--- config.mk ---
export PLATFORM = sky130hd
export DESIGN_NAME = lm_encoder
export DESIGN_NICKNAME = d
export VERILOG_FILES = /design/src/rtl/lm_encoder.sv
export SDC_FILE = /design/constraint.sdc
export NUM_CORES = 1
export LEC_CHECK = 0
export ABC_AREA = 1
export BUFFER_PORTS_ARGS = -buffer_cell sky130_fd_sc_hd__clkbuf_2
export CORE_MARGIN = 10
export CORE_UTILIZATION = 52
export CTS_BUF_LIST = sky130_fd_sc_hd__clkbuf_8
export DETAILED_ROUTE_END_ITERATION = 6
export GPL_ROUTABILITY_DRIVEN = 0
export GPL_TIMING_DRIVEN = 0
export PLACE_DENSITY = 0.77
export SLEW_MARGIN = 20
export SYNTH_ARGS = -nofsm -noshare
export SYNTH_HDL_FRONTEND = slang
export SYNTH_SLANG_ARGS = --single-unit
--- constraint.sdc ---
create_clock -name clk -period 5.05 [get_ports clk]
set_input_delay 0.7575 -clock clk [delete_from_list [all_inputs] [get_ports clk]]
set_output_delay 0.7575 -clock clk [all_outputs]
set_load 0.01 [all_outputs]
--- src/rtl/lm_encoder.sv ---
// ---------------------------------------------------------------------------
// lm_encoder
// Write side of the LED manager FIFO. Event pulses from N_SRC client modules
// are latched per source, arbitrated round-robin and pushed into the FIFO as
// one word per event: {1'b1 marker, zero pad, source id, event code}. The
// marker bit keeps a written word from ever showing as all-LEDs-off.
//
// Ports
//   clk        in   rising-edge clock
//   rst        in   synchronous active-high reset
//   src_valid  in   [N_SRC]          one-cycle event pulse per source
//   src_code   in   [N_SRC*CODE_W]   event codes, source i at [i*CODE_W +: CODE_W]
//   fifo_full  in   FIFO cannot accept a write
//   wr_en      out  FIFO write strobe (registered, one cycle per word)
//   wr_data    out  [WIDTH]          FIFO write data (registered, holds last word)
//   ovf_clr    in   clears ovf_flag / ovf_cnt
//   ovf_flag   out  sticky: at least one event was dropped
//   ovf_cnt    out  [CNT_W]          dropped-event count, saturating
// ---------------------------------------------------------------------------
module lm_encoder #(
    parameter int unsigned WIDTH   = 8,
    parameter int unsigned N_SRC   = 4,
    parameter int unsigned SRC_W   = 2,
    parameter int unsigned CODE_W  = 4,
    parameter int unsigned MIN_GAP = 0,
    parameter int unsigned CNT_W   = 8
) (
    input  logic                      clk,
    input  logic                      rst,
    input  logic [N_SRC-1:0]          src_valid,
    input  logic [N_SRC*CODE_W-1:0]   src_code,
    input  logic                      fifo_full,
    output logic                      wr_en,
    output logic [WIDTH-1:0]          wr_data,
    input  logic                      ovf_clr,
    output logic                      ovf_flag,
    output logic [CNT_W-1:0]          ovf_cnt
);

    localparam int unsigned DROP_W   = $clog2(N_SRC + 1);
    localparam int unsigned SUM_W    = CNT_W + DROP_W;
    localparam int unsigned GAP_W    = (MIN_GAP > 1) ? $clog2(MIN_GAP) : 1;
    localparam int unsigned GAP_LOAD = (MIN_GAP > 0) ? MIN_GAP - 1 : 0;

    typedef enum logic [1:0] {
        S_IDLE,
        S_WRITE,
        S_GAP
    } state_e;

    state_e                    state_q, state_d;
    logic [GAP_W-1:0]          gap_q, gap_d;
    logic [N_SRC-1:0]          pend_q, pend_d;
    logic [N_SRC*CODE_W-1:0]   code_q, code_d;
    logic [SRC_W-1:0]          rr_q, rr_d;
    logic                      wr_en_q, wr_en_d;
    logic [WIDTH-1:0]          wr_data_q, wr_data_d;
    logic                      ovf_flag_q, ovf_flag_d;
    logic [CNT_W-1:0]          ovf_cnt_q, ovf_cnt_d;

    logic                      found;
    logic [SRC_W-1:0]          gnt_id;
    logic                      can_grant;
    logic                      grant;
    logic [DROP_W-1:0]         drops;
    logic [CNT_W-1:0]          ovf_base;
    logic [SUM_W-1:0]          ovf_sum;

    function automatic logic [SRC_W-1:0] wrap_idx(input int unsigned v);
        return SRC_W'(v % N_SRC);
    endfunction

    // Round-robin search: first pending source at or after rr_q, wrapping.
    always_comb begin
        found  = 1'b0;
        gnt_id = '0;
        for (int unsigned k = 0; k < N_SRC; k++) begin
            if (!found && pend_q[wrap_idx(32'(rr_q) + k)]) begin
                found  = 1'b1;
                gnt_id = wrap_idx(32'(rr_q) + k);
            end
        end
    end

    // The last gap cycle may already grant so the next strobe lands exactly
    // MIN_GAP+1 cycles after the previous one.
    assign can_grant = (state_q == S_IDLE)
                    || ((state_q == S_WRITE) && (MIN_GAP == 0))
                    || ((state_q == S_GAP) && (gap_q == '0));
    assign grant     = can_grant && found && !fifo_full;

    // FSM next state
    always_comb begin
        state_d = state_q;
        gap_d   = gap_q;
        case (state_q)
            S_IDLE: begin
                if (grant) state_d = S_WRITE;
            end
            S_WRITE: begin
                if (MIN_GAP == 0) begin
                    state_d = grant ? S_WRITE : S_IDLE;
                end else begin
                    state_d = S_GAP;
                    gap_d   = GAP_W'(GAP_LOAD);
                end
            end
            S_GAP: begin
                if (gap_q == '0) state_d = grant ? S_WRITE : S_IDLE;
                else             gap_d   = gap_q - GAP_W'(1);
            end
            default: state_d = S_IDLE;
        endcase
    end

    // Event capture / drop accounting. A source granted this edge frees its
    // slot, so a simultaneous new pulse on it is captured instead of dropped.
    always_comb begin
        pend_d = pend_q;
        code_d = code_q;
        drops  = '0;
        for (int unsigned i = 0; i < N_SRC; i++) begin
            if (grant && (gnt_id == SRC_W'(i))) pend_d[i] = 1'b0;
            if (src_valid[i]) begin
                if (!pend_q[i] || (grant && (gnt_id == SRC_W'(i)))) begin
                    pend_d[i]                     = 1'b1;
                    code_d[i*CODE_W +: CODE_W]    = src_code[i*CODE_W +: CODE_W];
                end else begin
                    drops = drops + DROP_W'(1);
                end
            end
        end
    end

    // Clear applies first, then this cycle's drops are added (saturating).
    always_comb begin
        ovf_base   = ovf_clr ? '0 : ovf_cnt_q;
        ovf_sum    = SUM_W'(ovf_base) + SUM_W'(drops);
        ovf_cnt_d  = (ovf_sum > SUM_W'({CNT_W{1'b1}})) ? '1 : ovf_sum[CNT_W-1:0];
        ovf_flag_d = (ovf_flag_q && !ovf_clr) || (drops != '0);
    end

    // Output word and pointer update
    always_comb begin
        wr_en_d   = grant;
        wr_data_d = wr_data_q;
        rr_d      = rr_q;
        if (grant) begin
            wr_data_d                  = '0;
            wr_data_d[WIDTH-1]         = 1'b1;
            wr_data_d[CODE_W +: SRC_W] = gnt_id;
            wr_data_d[0 +: CODE_W]     = code_q[32'(gnt_id)*CODE_W +: CODE_W];
            rr_d                       = wrap_idx(32'(gnt_id) + 1);
        end
    end

    always_ff @(posedge clk) begin
        if (rst) begin
            state_q    <= S_IDLE;
            gap_q      <= '0;
            pend_q     <= '0;
            code_q     <= '0;
            rr_q       <= '0;
            wr_en_q    <= 1'b0;
            wr_data_q  <= '0;
            ovf_flag_q <= 1'b0;
            ovf_cnt_q  <= '0;
        end else begin
            state_q    <= state_d;
            gap_q      <= gap_d;
            pend_q     <= pend_d;
            code_q     <= code_d;
            rr_q       <= rr_d;
            wr_en_q    <= wr_en_d;
            wr_data_q  <= wr_data_d;
            ovf_flag_q <= ovf_flag_d;
            ovf_cnt_q  <= ovf_cnt_d;
        end
    end

    assign wr_en    = wr_en_q;
    assign wr_data  = wr_data_q;
    assign ovf_flag = ovf_flag_q;
    assign ovf_cnt  = ovf_cnt_q;

endmodule

==> results of run 1 <==
-- cell type report --
class                   count  area share
repair buffers             42      0.0813
clock inverters             2      0.0139
flip-flops and latches     39       0.289
well taps                  50      0.0231
plain buffers               8      0.0152
inverters                  51      0.0744
multi-input cells         238       0.478
clock buffers               5      0.0254
-- tightest hold or removal path: stages (launching register included) --
cell,delay (ns)
dfxtp_1,0.31
inv_1,0.06
a21oi_1,0.06
-- synth_stat cells --
cell type  instances
a211oi_1           1
a21boi_1           1
a21o_1             1
a21oi_1           19
buf_4              2
buf_6              1
clkbuf_1           6
clkinv_1           1
conb_1             1
dfxtp_1           39
fa_1               1
ha_1               8
inv_1             44
inv_2              5
inv_4              1
nand2_1           61
nand2_2            9
nand2_4            3
nand3_1           19
nand3_2            4
nand3b_1           1
nand4_1            2
nor2_1            58
nor2_2             1
nor2_4             2
nor2_8             1
nor3_1             2
o211ai_1           2
o21ai_0           30
o21ai_1            4
o221ai_1           2
or2_2              1
xnor2_1            3
xor2_1             1
-- cell usage in the layout, fill, tap and decap left out, drive strengths merged, types with 2 or more instances in the layout --
master	count
a21oi	19
o221ai	2
buf	6
dfxtp	39
nand2	73
ha	8
nor3	2
inv	50
clkbuf	49
nor2	62
nand4	2
o211ai	2
nand3	23
o21ai	34
xnor2	3
-- cells by family (layout without fill, tap and decap cells) --
| kind of cell | count (synthesis) | count (layout) |
|---|---|---|
| AOI/OAI and AO/OA | 60 | 60 |
| xor gates and xnor gates | 4 | 4 |
| adders and majority gates | 9 | 9 |
| buffers and inverters | 60 | 108 |
| DFF | 39 | 39 |
| other | 1 | 1 |
| and+or+nand+nor | 164 | 164 |
-- power by group through the flow --
stage / combinational [uW] / sequential (uW) / clock, uW
2_1_floorplan: 582 / 428 / 0
4_1_cts: 769 / 414 / 256
5_1_grt: 942 / 427 / 269
3_5_place_dp: 764 / 421 / 0
3_3_place_gp: 750 / 419 / 0
6_report: 827 / 419 / 253
-- routing by layer --
metal | part of all wire | routed length (um) | vias to the layer above | global-route usage
met1 | 0.43 | 2340 | 980 | 0.170
li1 | - | - | 1154 | -
met2 | 0.49 | 2670 | 76 | 0.250
met3 | 0.070 | 380 | 8 | 0.0397
met4 | 0.013 | 73 | 0 | 0.0569
met5 | 0 | 0 | - | 0
-- worst max-delay path by stage --
stage | start | to | slack (ns) | depth (start not counted)
floorplan | rr_q[0] | ovf_cnt[7] | 0.38 | 35
global placement | rr_q[0] | ovf_cnt[7] | -0.03 | 35
detailed placement | rr_q[0] | ovf_cnt[7] | -0.13 | 35
CTS | rr_q[0] | ovf_cnt[7] | 0.03 | 35
global route | rr_q[0] | ovf_cnt[7] | -0.05 | 34
finish | pend_q[0] | ovf_cnt[7] | 0.34 | 33
-- flip-flops by register name (all words and copies together), names as in the netlist --
register  flops
wr_data       7
rr_q          2
ovf_flag      1
pend_q        4
ovf_cnt       8
code_q       16
wr_en         1
-- metrics by stage --
stage | TNS [ns] | area, sq um | util
floorplan | 0 | 2260 | -
global placement | -0.0307 | 2510 | 0.611
detailed placement | -0.176 | 2510 | 0.611
CTS | 0 | 2630 | 0.639
global route | -0.244 | 2710 | 0.658
finish | 0 | 2710 | 0.658
-- repair_timing --
action,in CTS,in global routing
cloned,0,0
setup endpoints to repair,8,8
pin swaps,1,2
gates resized for setup,2,17
buffers inserted,1,3
==> qor.csv, run 1 <==
stage,metric,value,unit
synthesis,Syn Nets,370,
routing,remaining antenna violation count after routing,0,
worst_setup_path,CP required,5.23,ns
synthesis,post-synthesis xor/xnor area fraction,0.0155,
job,Max Cap Viol,0,
synthesis,synthesized area,2260,sq um
power,Total Power,1500,uW
routing,drt total wl,5.46,mm
floorplanning,Die Span X,85.9,um
power,Gate power share,0.552,
worst_setup_path,kind of critical path,flop to flop,
synthesis,post-synthesis mux area share,0,
final_layout,share of cells above drive strength 1,0.236,
cts,CTS HTree Levels,2,
cts,clk sinks,39,
power,switching share of power,0.453,
worst_setup_path,CP Capture Type,flop,
final_layout,Multi-input gate area,1290,sq um
worst_setup_path,Crit path arrival time,4.89,ns
sta,Tightest Pin Transition,0.519,ns
power,Static Leakage,0.00142,uW
grt,gr ovfl total,0,
final_layout,register area,783,sq um
routing,vias per cell,5.10,
worst_setup_path,Buf/Inv on CP,8,
cts,CTS tree,done,
cts,worst skew pair latency,0.29,ns
grt,pin count of the biggest net entering global routing,13,
power,maximum VDD drop,297,uV
routing,DR pass1 iterations,5,
worst_setup_path,CP most frequent cell,inv_1,
power,Seq pwr share,0.280,
sta,count of pins over their slew limit,0,
synthesis,share of the synthesized area in the top cell type,0.346,
final_layout,fillers,392,
grt,initial antenna violation count,0,
synthesis,Synth Area per Inst,6.71,sq um
worst_setup_path,RR Endpoint,ovf_cnt[7],
grt,number of global-route vias before repair,2185,
floorplanning,Core Area,4120,sq um
worst_hold_path,min-delay src,code_q[12],
floorplanning,die extent in y,85.9,um
synthesis,synth warn,0,
worst_hold_path,hold path cells,2,
power,Net Sw Power,680,uW
synthesis,largest family of logic cells by synthesized area,simple AND/OR/NAND/NOR gates,
worst_setup_path,"CP delay by family, top",simple AND/OR/NAND/NOR gates,
sta,setup violators final,0,
placed_design,pre-CTS WS,-0.133,ns
power,P_int,820,uW
synthesis,"Seq/Total Area, Yosys",0.346,
synthesis,"flops & latches, synth",39,
cts,clock slew at reported path FFs,0.08,ns
grt,first-pass GRT wire length,9.27,mm
cts,root buffer cell,clkbuf_8,
synthesis,Mapped Cells,337,
synthesis,post-synthesis cell type count,34,
sta,Hold Fails Final Rpt,0,
final_layout,Ant. Diodes,0,
outcome,outcome,completed,
worst_setup_path,Startpoint Class,flop,
final_layout,Layout Area Growth over Synthesis,19.9,%
routing,Iter 0 DRT Violations,126,
placed_design,Port Buf Inserts,38,
floorplanning,initial core utilization,0.549,
sta,final worst slack,0.339,ns
worst_setup_path,Slowest cell on crit path,dfxtp_1,
worst_setup_path,CP peak stage delay,0.43,ns
final_layout,Final Non-Filler Cells,435,
synthesis,"top cells by area, synth","dfxtp_1, nand2_1, nor2_1",
final_layout,nets@finish,418,
power,Power Density,554,nW/um^2
cts,Max Root-Sink Buffers,2,
synthesis,Synth Area in Adders,0.0532,
sta,Clock Skews,0.00873,ns
worst_setup_path,reg2reg start,pend_q[0],
worst_setup_path,Reg2Reg Depth,33,
routing,DRC violations left,0,
worst_hold_path,WHS Endpoint,code_q[12],
synthesis,Compound-Gate Fraction of Synth Area,0.142,
floorplanning,# rows,23,
sta,fin crit share,0.933,
floorplanning,die area,7380,sq um
grt,GRT Total Usage,0.147,
worst_hold_path,HP Class,flop to flop,
routing,vias,2218,
worst_setup_path,reg2reg setup slack,0.34,ns
worst_setup_path,Crit Path Max Fanout,6,
synthesis,Post-Synth Simple-Gate Area,0.335,
routing,Avg WL per Cell,12.6,um
synthesis,leading area contributor after synthesis,dfxtp_1,
placed_design,placed insts,425,
sta,fin crit period,4.71,ns
placed_design,post-DP HPWL,4.14,mm
cts,CTS Buf Count,5,
power,Clock Power Share,0.169,
sta,hold_ws,0.473,ns
sta,relative slew slack,0.654,
cts,# hold bufs at CTS,0,
floorplanning,I/O Pins,42,
sta,fmax,212,MHz
Note: power is estimated with default switching activity, not from simulation.
==> run 2: changes to the inputs <==
CORE_MARGIN = not set   (was 10)
==> qor.csv, run 2 (same netlist as run 1, synthesis figures left out) <==
stage,metric,value,unit,change
sta,fmax,214,MHz,was 212 MHz
floorplanning,initial core utilization,0.553,,was 0.549
floorplanning,die area,4610,sq um,was 7380 sq um
power,Net Sw Power,683,uW,was 680 uW
final_layout,most frequent cells in the layout,"nand2_1, nor2_1, inv_1",,unchanged
final_layout,Ant. Diodes,0,,unchanged
cts,Max Root-Sink Buffers,2,,unchanged
floorplanning,Die Span X,67.9,um,was 85.9 um
routing,vias,2217,,was 2218
grt,gr ovfl total,0,,unchanged
cts,CTS Buf Count,5,,unchanged
cts,CTS HTree Levels,2,,unchanged
worst_setup_path,Crit path arrival time,4.86,ns,was 4.89 ns
worst_setup_path,Slowest cell on crit path,fa_2,,was dfxtp_1
worst_setup_path,CP most frequent cell,inv_1,,unchanged
worst_setup_path,Crit Path Max Fanout,11,,was 6
grt,first-pass GRT wire length,7.91,mm,was 9.27 mm
cts,# hold bufs at CTS,0,,unchanged
worst_setup_path,CP peak stage delay,0.40,ns,was 0.43 ns
job,Max Cap Viol,0,,unchanged
final_layout,Layout Area Growth over Synthesis,19.6,%,was 19.9%
power,Gate power share,0.580,,was 0.552
sta,fin crit period,4.67,ns,was 4.71 ns
routing,remaining antenna violation count after routing,0,,unchanged
routing,drt total wl,5.02,mm,was 5.46 mm
sta,count of pins over their slew limit,0,,unchanged
routing,DRC violations left,0,,unchanged
power,maximum VDD drop,305,uV,was 297 uV
cts,clock slew at reported path FFs,0.08,ns,about the same
outcome,outcome,completed,,unchanged
power,Total Power,1490,uW,was 1500 uW
sta,RSZ-0062 raised after global routing,false,,
final_layout,max reg flops,16,,unchanged
final_layout,Final Non-Filler Cells,441,,was 435
final_layout,utilization after layout,0.661,,was 0.658
cts,clk sinks,39,,unchanged
sta,fin crit share,0.924,,was 0.933
grt,GRT Total Usage,0.230,,was 0.147
final_layout,fillers,376,,was 392
sta,Clock Skews,0.00600,ns,was 0.00873 ns
cts,root buffer cell,clkbuf_8,,unchanged
floorplanning,# rows,23,,unchanged
worst_setup_path,kind of critical path,flop to flop,,unchanged
worst_hold_path,HP Class,flop to flop,,unchanged
final_layout,share of cells above drive strength 1,0.235,,was 0.236
power,Seq pwr share,0.285,,was 0.280
routing,Iter 0 DRT Violations,114,,was 126
worst_setup_path,CP Capture Type,flop,,unchanged
worst_setup_path,CP required,5.24,ns,was 5.23 ns
final_layout,nets@finish,423,,was 418
routing,DR pass1 iterations,4,,was 5
placed_design,Port Buf Inserts,38,,unchanged
power,switching share of power,0.459,,was 0.453
power,Power Density,550,nW/um^2,was 554 nW/um^2
worst_setup_path,Reg2Reg Depth,34,,was 33
grt,number of global-route vias before repair,1872,,was 2185
placed_design,placed insts,425,,unchanged
sta,Hold Fails Final Rpt,0,,unchanged
power,Static Leakage,0.00143,uW,was 0.00142 uW
routing,Avg WL per Cell,11.4,um,was 12.6 um
cts,worst skew pair latency,0.30,ns,was 0.29 ns
floorplanning,I/O Pins,42,,unchanged
cts,CTS tree,done,,unchanged
worst_hold_path,hold path cells,2,,unchanged
power,P_int,803,uW,was 820 uW
final_layout,"Design Area, Final",2700,sq um,was 2710 sq um
routing,vias per cell,5.03,,was 5.10
grt,initial antenna violation count,0,,unchanged
worst_setup_path,Startpoint Class,flop,,unchanged
final_layout,Largest Register,code_q,,unchanged
placed_design,post-DP HPWL,3.75,mm,was 4.14 mm
floorplanning,Core Area,4090,sq um,was 4120 sq um
placed_design,Area after DPL,2510,sq um,unchanged
power,Clock Power Share,0.135,,was 0.169
sta,setup violators final,0,,unchanged
floorplanning,die extent in y,67.9,um,was 85.9 um
grt,pin count of the biggest net entering global routing,12,,was 13
[run 2: cell types whose count changed in the layout (fill, tap and decap cells not counted), sizes merged]
cell and delta:
clkinv +1, buf +5, inv +2, clkinvlp -1, bufinv -1
[run 2: layout make-up]
type	instances	area, sq um	share of cell area
clock inverter	3	12.5	0.00463
timing repair buffer	47	255	0.0944
clock buffer	5	68.8	0.0255
inverter	51	199	0.0736
sequential	39	786	0.291
multi-input combinational	238	1280	0.473
buffer	8	41.3	0.0153
tap	50	62.6	0.0231
[run 2: path summary, 6_finish.rpt]
path                              endpoint  startpoint  slack (ns)
worst min-delay path            code_q[12]  code_q[12]        0.46
worst min register to register  code_q[12]  code_q[12]        0.46
worst max register to register  ovf_cnt[7]     rr_q[0]        0.38
worst max-delay path            ovf_cnt[7]     rr_q[0]        0.38
[run 2: layer usage]
metal	global-route usage	share of wire
met4	0.0911	0.014
met1	0.285	0.48
met3	0.0450	0.036
met2	0.388	0.47
met5	0	0
[run 2: per-stage QoR]
stage	hold slack (ns)	TNS (ns)	setup WS, ns
2_1_floorplan	0.429	0	0.379
3_3_place_gp	0.439	-0.0648	-0.0648
3_5_place_dp	0.450	-0.562	-0.234
4_1_cts	0.461	0	0.0318
5_1_grt	0.489	0	0.0219
6_report	0.461	0	0.384
[run 2: timing repair]
| item | 4_1_cts | 5_1_grt |
|---|---|---|
| pin swaps | 1 | 5 |
| endpoints found under the setup margin | 8 | 8 |
| setup buffers | 1 | 7 |
| cloned | 0 | 1 |
| gates resized for setup | 3 | 13 |
[run 2: worst max-delay path: cells and delay by family, from the launching register on]
kind	cells	cell delay, ns
AOI/OAI and AO/OA	3	0.44
adders and majority gates	5	1.39
buffers and inverters	8	0.54
DFF	1	0.38
and+or+nand+nor	18	1.81
[run 2: power by group through the flow]
stage / sequential [uW] / clock [uW] / combinational, uW
after global routing: 430 / 217 / 959
final: 423 / 201 / 862
after detailed placement: 423 / 0 / 755
after global placement: 420 / 0 / 739
after floorplan: 428 / 0 / 582
after CTS: 416 / 204 / 758
